===== src/rtl/game_pkg.sv =====
// Shared game constants: FSM state encoding and the scroll-speed defaults
// used by game_ctrl, Ground and Jump.
package game_pkg;

  typedef enum logic [1:0] {
    ST_IDLE = 2'b00,
    ST_RUN  = 2'b01,
    ST_OVER = 2'b10
  } state_e;

  localparam int SPEED_W = 4;
  localparam logic [SPEED_W-1:0] GAME_SPEED_INIT = 4'd2;
  localparam logic [SPEED_W-1:0] GAME_SPEED_MAX  = 4'd12;

endpackage


===== src/rtl/game_ctrl_edge_sync.sv =====
// Two-flop synchroniser followed by a registered rising-edge pulse;
// the one-CLK pulse appears 3 CLK after the asynchronous input rises.
module edge_sync (
  input  logic CLK,
  input  logic clrn,
  input  logic d,
  output logic pulse
);

  logic s1_q, s2_q, s3_q, pulse_q;

  always_ff @(posedge CLK or negedge clrn) begin
    if (!clrn) begin
      s1_q    <= 1'b0;
      s2_q    <= 1'b0;
      s3_q    <= 1'b0;
      pulse_q <= 1'b0;
    end else begin
      s1_q    <= d;
      s2_q    <= s1_q;
      s3_q    <= s2_q;
      pulse_q <= s2_q & ~s3_q;
    end
  end

  assign pulse = pulse_q;

endmodule


===== src/rtl/game_ctrl.sv =====
// Dinosaur-runner sequencer: IDLE/RUN/OVER FSM, per-frame tick, collision latch, speed/score.
// Define GAME_CTRL_HISCORE_EN to add the hiscore output (best score since reset).
module game_ctrl
  import game_pkg::*;
#(
  parameter logic [SPEED_W-1:0] SPEED_INIT        = GAME_SPEED_INIT,
  parameter logic [SPEED_W-1:0] SPEED_MAX         = GAME_SPEED_MAX,
  parameter int                 SPEED_STEP_FRAMES = 600,
  parameter int                 SCORE_DIV         = 6,
  parameter int                 HOLD_FRAMES       = 60,
  parameter int                 SCORE_W           = 16
) (
  input  logic               CLK,
  input  logic               clrn,
  input  logic               btn_jump,
  input  logic               vs,
  input  logic               px_dino,
  input  logic               px_obst,
  output logic               game_status,
  output logic               game_over,
  output logic [SPEED_W-1:0] speed,
  output logic [SCORE_W-1:0] score,
`ifdef GAME_CTRL_HISCORE_EN
  output logic [SCORE_W-1:0] hiscore,
`endif
  output logic               frame_tick
);

  localparam int SPD_CW  = (SPEED_STEP_FRAMES > 1) ? $clog2(SPEED_STEP_FRAMES) : 1;
  localparam int DIV_CW  = (SCORE_DIV > 1) ? $clog2(SCORE_DIV) : 1;
  localparam int HOLD_CW = $clog2(HOLD_FRAMES + 1);
  localparam logic [SPD_CW-1:0]  SPD_LAST  = SPD_CW'(SPEED_STEP_FRAMES - 1);
  localparam logic [DIV_CW-1:0]  DIV_LAST  = DIV_CW'(SCORE_DIV - 1);
  localparam logic [HOLD_CW-1:0] HOLD_FULL = HOLD_CW'(HOLD_FRAMES);

  logic tick, press, hit, start;

  state_e              state_q;
  logic                status_q, over_q, coll_q;
  logic [SPEED_W-1:0]  speed_q, speed_d;
  logic [SCORE_W-1:0]  score_q, score_d;
  logic [SPD_CW-1:0]   spd_cnt_q, spd_cnt_d;
  logic [DIV_CW-1:0]   div_cnt_q, div_cnt_d;
  logic [HOLD_CW-1:0]  hold_q;
`ifdef GAME_CTRL_HISCORE_EN
  logic [SCORE_W-1:0]  hiscore_q;
`endif

  edge_sync u_vs_sync (
    .CLK   (CLK),
    .clrn  (clrn),
    .d     (vs),
    .pulse (tick)
  );

  edge_sync u_btn_sync (
    .CLK   (CLK),
    .clrn  (clrn),
    .d     (btn_jump),
    .pulse (press)
  );

  // Frame-update values; only committed on a RUN frame_tick.
  always_comb begin
    speed_d   = speed_q;
    score_d   = score_q;
    spd_cnt_d = spd_cnt_q + 1'b1;
    div_cnt_d = div_cnt_q + 1'b1;
    if (spd_cnt_q == SPD_LAST) begin
      spd_cnt_d = '0;
      if (speed_q < SPEED_MAX) speed_d = speed_q + 1'b1;
    end
    if (div_cnt_q == DIV_LAST) begin
      div_cnt_d = '0;
      if (score_q != '1) score_d = score_q + 1'b1;
    end
  end

  assign hit   = px_dino & px_obst & (state_q == ST_RUN);
  assign start = press & ((state_q == ST_IDLE) ||
                          ((state_q == ST_OVER) && (hold_q == HOLD_FULL)));

  always_ff @(posedge CLK or negedge clrn) begin
    if (!clrn) begin
      state_q   <= ST_IDLE;
      status_q  <= 1'b0;
      over_q    <= 1'b0;
      coll_q    <= 1'b0;
      speed_q   <= SPEED_INIT;
      score_q   <= '0;
      spd_cnt_q <= '0;
      div_cnt_q <= '0;
      hold_q    <= '0;
`ifdef GAME_CTRL_HISCORE_EN
      hiscore_q <= '0;
`endif
    end else begin
      // A hit on the tick cycle itself carries into the next frame.
      coll_q <= tick ? hit : (coll_q | hit);
      if (start) begin
        state_q   <= ST_RUN;
        status_q  <= 1'b1;
        over_q    <= 1'b0;
        speed_q   <= SPEED_INIT;
        score_q   <= '0;
        spd_cnt_q <= '0;
        div_cnt_q <= '0;
      end else begin
        case (state_q)
          ST_IDLE: ;
          ST_RUN: begin
            if (tick) begin
              speed_q   <= speed_d;
              score_q   <= score_d;
              spd_cnt_q <= spd_cnt_d;
              div_cnt_q <= div_cnt_d;
              if (coll_q) begin
                state_q  <= ST_OVER;
                status_q <= 1'b0;
                over_q   <= 1'b1;
                hold_q   <= '0;
`ifdef GAME_CTRL_HISCORE_EN
                if (score_d > hiscore_q) hiscore_q <= score_d;
`endif
              end
            end
          end
          ST_OVER: begin
            if (tick && (hold_q != HOLD_FULL)) hold_q <= hold_q + 1'b1;
          end
          default: begin
            state_q  <= ST_IDLE;
            status_q <= 1'b0;
            over_q   <= 1'b0;
          end
        endcase
      end
    end
  end

  assign game_status = status_q;
  assign game_over   = over_q;
  assign speed       = speed_q;
  assign score       = score_q;
  assign frame_tick  = tick;
`ifdef GAME_CTRL_HISCORE_EN
  assign hiscore     = hiscore_q;
`endif

endmodule


===== config.mk =====
export PLATFORM = sky130hd
export DESIGN_NAME = game_ctrl
export DESIGN_NICKNAME = d
export VERILOG_FILES = /design/src/rtl/game_pkg.sv /design/src/rtl/game_ctrl_edge_sync.sv /design/src/rtl/game_ctrl.sv
export SDC_FILE = /design/constraint.sdc
export NUM_CORES = 1
export LEC_CHECK = 0
export ABC_AREA = 1
export CORE_MARGIN = 10
export CORE_UTILIZATION = 45
export DETAILED_ROUTE_END_ITERATION = 10
export MAX_ROUTING_LAYER = met4
export PLACE_DENSITY_LB_ADDON = 0.1
export RECOVER_POWER = 100
export SLEW_MARGIN = 30
export SYNTH_ARGS = -nofsm -noshare
export SYNTH_HDL_FRONTEND = slang
export SYNTH_HIERARCHICAL = 1
export SYNTH_SLANG_ARGS = --single-unit

===== constraint.sdc =====
create_clock -name CLK -period 3.6 [get_ports CLK]
set_clock_uncertainty 0.05 [all_clocks]
set_input_delay 0.36 -clock CLK [delete_from_list [all_inputs] [get_ports CLK]]
set_output_delay 0.36 -clock CLK [all_outputs]
set_load 0.02 [all_outputs]

# Word level (Yosys, flattened, before mapping)
# Cells that the tools add are included.
[word_totals]
reg_bits = 52
inputBits = 6
output_inout_bits = 23
wordCells = 97
[op_classes]
bitwise_logic = 9
reduce_logical = 17
muxes = 35
add_sub_neg = 5
order_cmp = 1
n_eq_ne = 13
[ops]
columns = ["cell", "n"]
rows = [
  ["2-to-1 mux 16 bit", 5],
  ["2-to-1 mux 10 bit", 4],
  ["2-to-1 mux 4 bit", 5],
  ["2-to-1 mux 6 bit", 3],
  ["adder 16 x 1 -> 16 bit, second input constant", 1],
  ["!= test 16 bit, second input constant", 1],
  ["nonzero test 2 bit", 7],
  ["2-to-1 mux 3 bit", 4],
  ["case mux 6 bit (2 select lines)", 1],
  ["adder 10 x 1 -> 10 bit, second input constant", 1],
  ["equality test 10 bit, second input constant", 1],
  ["AND reduction 4 bit", 2],
  ["2-to-1 mux 1 bit", 7],
  ["adder 6 x 1 -> 6 bit, second input constant", 1],
  ["equality test 6 bit, second input constant", 1],
  ["2-to-1 mux 2 bit", 3],
  ["!= test 2 x 1 -> 1 bit, second input constant", 3],
  ["!= test 6 bit, second input constant", 1],
  ["AND 1 bit", 5],
  ["AND reduction 5 bit", 1],
  ["adder 4 x 1 -> 4 bit, second input constant", 1],
  ["less-than comparator 4 bit, second input constant", 1],
  ["case mux 1 bit (2 select lines)", 2],
  ["case mux 2 bit (2 select lines)", 1],
  ["15 further kinds", 18],
]

# Depth between registers and ports, before layout
[depth]
ltp_word = 6
ltp_mapped = 12
depth_no_buf = 11

# Modules after synthesis
# Netlist, hierarchy kept.
[by_module_without_submodules]
columns = ["module", "cells_per_inst", "n_inst", "area_each_um2"]
rows = [
  ["game_ctrl", 353, 1, 2548.7],
  ["edge_sync", 6, 2, 110.1],
]

# Worst setup path before layout
# OpenSTA, ideal clock, no wires.
[synth_path]
path_kind = "flip-flop to flip-flop"
from = "register score_q[0], in the netlist score[0]"
to = "register score_q[12], in the netlist score[12]"
setup_slack_ps = 1788
stages_incl_launch_ff = 11
t_arrival_ps = 1644
n_path_buf = 1
setup_ps = 118
path_cell_list = "dfrtp_1 ha_1 nand3_1 inv_1 nand2_2 nor2_4 o21ai_4 nand2_4 buf_6 nand2_1 nand2_1"
[synth_via]
elab_chain_len = 6
elab_cells_between_ends = 9
[synth_rtl]
columns = ["item", "line", "text"]
rows = [
  ["start: declaration", "game_ctrl.sv:41", "logic [SCORE_W-1:0] score_q, score_d;"],
  ["start signal: assignment", "game_ctrl.sv:114", "score_q <= score_d;"],
  ["adder 16 x 1 -> 16 bit", "game_ctrl.sv:75", "if (score_q != '1) score_d = score_q + 1'b1;"],
  ["2-to-1 mux 16 bit", "game_ctrl.sv:75", ""],
  ["2-to-1 mux 16 bit", "game_ctrl.sv:73", "if (div_cnt_q == DIV_LAST) begin"],
  ["2-to-1 mux 16 bit", "game_ctrl.sv:112", "if (tick) begin"],
  ["2-to-1 mux 16 bit", "game_ctrl.sv:109", "case (state_q)"],
  ["2-to-1 mux 16 bit", "game_ctrl.sv:100", "if (start) begin"],
]
# Parallel ways exist; a longest one is shown, timed or not. The select of a mux whose other input is x is not followed.
# A chain may end at the register's enable or synchronous reset.

# Worst setup path after layout
[layout_path]
from = "register hold_q[0]"
to = "register spd_cnt_q[6]"
[layout_via]
elab_chain_len = 6
elab_cells_between_ends = 8
[layout_rtl]
columns = ["item", "line", "text"]
rows = [
  ["start: declaration", "game_ctrl.sv:44", "logic [HOLD_CW-1:0] hold_q;"],
  ["start signal: assignment", "game_ctrl.sv:129", "if (tick && (hold_q != HOLD_FULL)) hold_q <= hold_q + 1'b1;"],
  ["equality test 6 bit *", "game_ctrl.sv:81", "((state_q == ST_OVER) && (hold_q == HOLD_FULL)));"],
  ["logical AND 1 bit *", "game_ctrl.sv:81", ""],
  ["logical OR 1 bit *", "game_ctrl.sv:80", "assign start = press & ((state_q == ST_IDLE) ||"],
  ["AND 1 bit *", "game_ctrl.sv:80", ""],
  ["nonzero test 2 bit (no source line)", "n/a", ""],
  ["AND reduction 2 bit (no source line)", "n/a", ""],
  ["end signal: assignment", "game_ctrl.sv:115", "spd_cnt_q <= spd_cnt_d;"],
  ["end: declaration", "game_ctrl.sv:42", "logic [SPD_CW-1:0] spd_cnt_q, spd_cnt_d;"],
]
# Mark *: on every way between the ends. The rest lies on a longest branch, timed or not.

==> Implementation_results.wiki <==
{| class="wikitable"
! Metric !! Value
|-
| Ordered list of cells on the worst path || inv_1 > ha_1 > nand2_1 > nor2_1 > nand2_1 > nand2_2 > nand2_1 > nand2_1 > inv_1 > o21ai_0
|-
| Port Buffer Count || 28
|-
| Aggregate global-route resource usage || 0.129
|-
| Wire length per cell after detailed routing || 12.6 um
|-
| Die X || 98.4 um
|-
| Row count || 28
|-
| Final Core Density || 0.541
|-
| Count of pins on the block boundary || 29
|-
| Clock latency on the worst-skew pair || 0.31 ns
|-
| Largest cells by area after synthesis || sky130_fd_sc_hd__dfrtp_1 (44%), sky130_fd_sc_hd__nand2_1 (16%), sky130_fd_sc_hd__inv_1 (6.1%)
|-
| Startpoint types || flip-flop
|-
| Endpoint required time on the critical path || 3.72 ns
|-
| Layout overhead on the synthesized area || 16.4%
|-
| Total iterations of the first detailed-routing run || 4
|-
| Overall Power || 1.43 mW
|-
| Worst reg-to-reg setup slack || 1.0 ns
|-
| Number of gates resized after cts || 0
|-
| Period Utilization, post-route || 0.723
|-
| Fraction of layout instances using a drive strength above 1 || 0.0452
|-
| Proportion of netlist area held by the largest area contributor || 0.443
|-
| Number of levels in the clock H-tree || 2
|-
| Worst path bufs/invs || 2
|-
| Class of the worst hold path || reg -> reg
|-
| Family with the most delay on the worst path || simple AND/OR/NAND/NOR gates
|-
| Peak supply drop || 0.259 mV
|-
| Largest fanout of any net on the critical path || 17
|-
| Minimum clock period after layout || 2.60 ns
|-
| Clock buffers created by TritonCTS || 5
|-
| Met1 layer wirelength in the final routing || 2910 um
|-
| Net count after synthesis || 376
|-
| Reported max-cap violation count || 0
|-
| Netlist area before placement || 0.00277 sq mm
|-
| Run status || finished, final reports clean
|-
| Reg clk slew, reported paths || 0.09 ns
|-
| Setup-violating endpoint count in the final report || 0
|-
| Detail Route met3 WL || 248 um
|-
| Number of register bits inferred by synthesis || 50
|-
| Drt initial violations || 97
|-
| Crit-path max cell delay || 0.55 ns
|-
| Hold Vio Cnt, Final || 0
|-
| Highest layer used for signal routing || met4
|-
| Net total in the final layout || 408
|-
| Final-report max-slew violation count || 0
|-
| Highest Clock Rate || 384 MHz
|-
| Root cell of the clock tree || sky130_fd_sc_hd__clkbuf_8
|-
| Wire length of the first global-routing pass || 10400 um
|-
| Portion of the post-synthesis area used by sequential elements || 0.452
|-
| Number of flops mapped to enable cells by yosys || 0
|-
| Clock tree from TritonCTS || done
|-
| Largest net degree at the start of global routing || 33
|-
| Gate count of the mapped netlist || 365
|-
| Yosys warns || 6
|-
| Unrepaired setup endpoints after global routing || false
|-
| Total Routed Length || 5980 um
|-
| Synth unique cells || 27
|-
| Remaining design rule violation count || 0
|-
| CP Capture Type || flip-flop
|-
| Max-Slew Margin vs Limit || 0.277
|-
| Starting density of the core || 0.465
|-
| Total length of routed met2 wires || 2750 um
|-
| Global placer's final weighted congestion || 0.835
|-
| Leakage component of the power || 1.64 nW
|-
| DR vias || 2325
|-
| Number of diodes added for antenna fixing || 0
|-
| Setup tns final || 0 ns
|-
| Average via count per standard cell || 4.92
|-
| Die Outline Area || 0.00969 sq mm
|-
| Number of antenna violations at the first check in global routing || 0
|-
| HPWL reported at the end of detailed placement || 4350 um
|-
| Number of routed nets with antenna violations || 0
|-
| Max Buffers Root-to-Sink || 2
|-
| Fraction of synthesis flops using an asynchronous set or reset pin || 1.00
|-
| Hold slack final || 0.306 ns
|-
| Cell with the biggest individual delay on the critical path || sky130_fd_sc_hd__nand2_1
|-
| Worst Path Class, Setup || reg -> reg
|-
| Actual transition at the worst max-transition pin || 1.09 ns
|-
| Core outline area || 0.00596 sq mm
|-
| Die height || 98.4 um
|-
| Power density over cell area || 442 mW/mm^2
|-
| Per-instance average area after synthesis || 7.59 sq um
|-
| Dominant cell type by area after synthesis || sky130_fd_sc_hd__dfrtp_1
|-
| Most common cell on crit path || sky130_fd_sc_hd__nand2_1
|-
| Via count of the first global-routing pass || 2253
|-
| Most instantiated flip-flop cell in the synthesis netlist || sky130_fd_sc_hd__dfrtp_1
|-
| Global route overflow || 0
|-
| Arrival time of the worst setup path || 2.73 ns
|-
| Sinks on Clock Net || 50
|}
worst reg2reg max path: stages, from the launching register on:
cell                      delay, ns
sky130_fd_sc_hd__dfrtp_1       0.38
sky130_fd_sc_hd__inv_1         0.08
sky130_fd_sc_hd__ha_1          0.20
sky130_fd_sc_hd__nand2_1       0.06
sky130_fd_sc_hd__nor2_1        0.04
sky130_fd_sc_hd__nand2_1       0.11
sky130_fd_sc_hd__nand2_2       0.05
sky130_fd_sc_hd__nand2_1       0.47
sky130_fd_sc_hd__nand2_1       0.56
sky130_fd_sc_hd__inv_1         0.33
sky130_fd_sc_hd__o21ai_0       0.14
registers in the layout, summed over array words and instances (netlist names):
| signal | cells |
|---|---|
| u_vs_sync/s2_q | 1 |
| u_vs_sync/s3_q | 1 |
| u_vs_sync/s1_q | 1 |
| spd_cnt_q | 10 |
| u_btn_sync/s1_q | 1 |
| u_vs_sync/pulse | 1 |
| u_btn_sync/pulse | 1 |
| speed | 4 |
| coll_q | 1 |
| hold_q | 6 |
| u_btn_sync/s3_q | 1 |
| div_cnt_q | 3 |
| u_btn_sync/s2_q | 1 |
| score | 16 |
| state_q | 2 |
synthesized netlist by cell type (all sizes together) (5+ instances only):
cell type / instances
xnor2: 6
o21ai: 16
nand3: 32
nand2: 124
nor3: 6
ha: 5
nor2: 38
nand4: 14
xor2: 10
buf: 5
dfrtp: 49
inv: 45
final cells by class:
type / instances / area, sq um
fillers: 608 / 2730
clock inverters: 2 / 38.8
well taps: 75 / 93.8
repair buffers: 30 / 289
multi-input cells: 264 / 1290
flip-flops and latches: 50 / 1250
inverters: 46 / 173
clock buffers: 6 / 82.6
layer usage:
layer,vias up,global-route usage
met5,-,-
met4,0,0.0441
met3,6,0.0314
met2,40,0.198
met1,1055,0.164
li1,1224,-
worst paths after layout:
| kind | startpoint | end | cells past startpoint |
|---|---|---|---|
| hold reg to reg | u_vs_sync/s1_q | u_vs_sync/s2_q | 0 |
| max in group asynchronous | clrn | spd_cnt_q[6] | 3 |
| min in group asynchronous | clrn | hold_q[2] | 2 |
| hold / removal | u_vs_sync/s1_q | u_vs_sync/s2_q | 0 |
| setup reg to reg | hold_q[0] | spd_cnt_q[6] | 10 |
| setup / recovery | hold_q[0] | spd_cnt_q[6] | 10 |
cells in the final DEF (no fill, tap or decap), types with 6 or more instances in the layout:
cell type / netlist / layout
sky130_fd_sc_hd__nand2_1: 118 / 120
sky130_fd_sc_hd__xor2_1: 10 / 10
sky130_fd_sc_hd__dlygate4sd3_1: 0 / 26
sky130_fd_sc_hd__xnor2_1: 6 / 6
sky130_fd_sc_hd__o21ai_0: 15 / 15
sky130_fd_sc_hd__dfrtp_1: 49 / 49
sky130_fd_sc_hd__nand3_1: 32 / 32
sky130_fd_sc_hd__nand4_1: 14 / 14
sky130_fd_sc_hd__nor2_1: 34 / 35
sky130_fd_sc_hd__inv_1: 45 / 45
sky130_fd_sc_hd__nor3_1: 6 / 6
sky130_fd_sc_hd__clkbuf_8: 0 / 6
power by group:
part / leakage (nW) / internal [mW] / total (mW) / switching [mW]
sequential: 0.668 / 0.629 / 0.678 / 0.0495
clock: 0.0618 / 0.229 / 0.423 / 0.194
combinational: 0.906 / 0.102 / 0.324 / 0.222
logic make-up after synthesis:
group | Yosys count | share of synthesized area
adders and majority gates | 5 | 0.0226
DFF | 50 | 0.452
buffers and inverters | 51 | 0.0737
AOI/OAI and AO/OA | 27 | 0.0596
xor gates and xnor gates | 16 | 0.0506
and+or+nand+nor | 216 | 0.341
through the flow:
step | worst slack (ns) | area [sq um] | std cells
floorplan | 1.79 | 2770 | 365
global placement | 1.60 | 3110 | 464
detailed placement | 1.49 | 3110 | 464
CTS | 1.46 | 3250 | 473
global route | 0.719 | 3220 | 473
finish | 0.998 | 3220 | 473
repair_timing:
action | 4_1_cts | 5_1_grt
hold buffers | 1 | 0
buffers inserted | 0 | 0
endpoints found under the hold margin | 18 | 0
(Power assumes the default switching activity.)
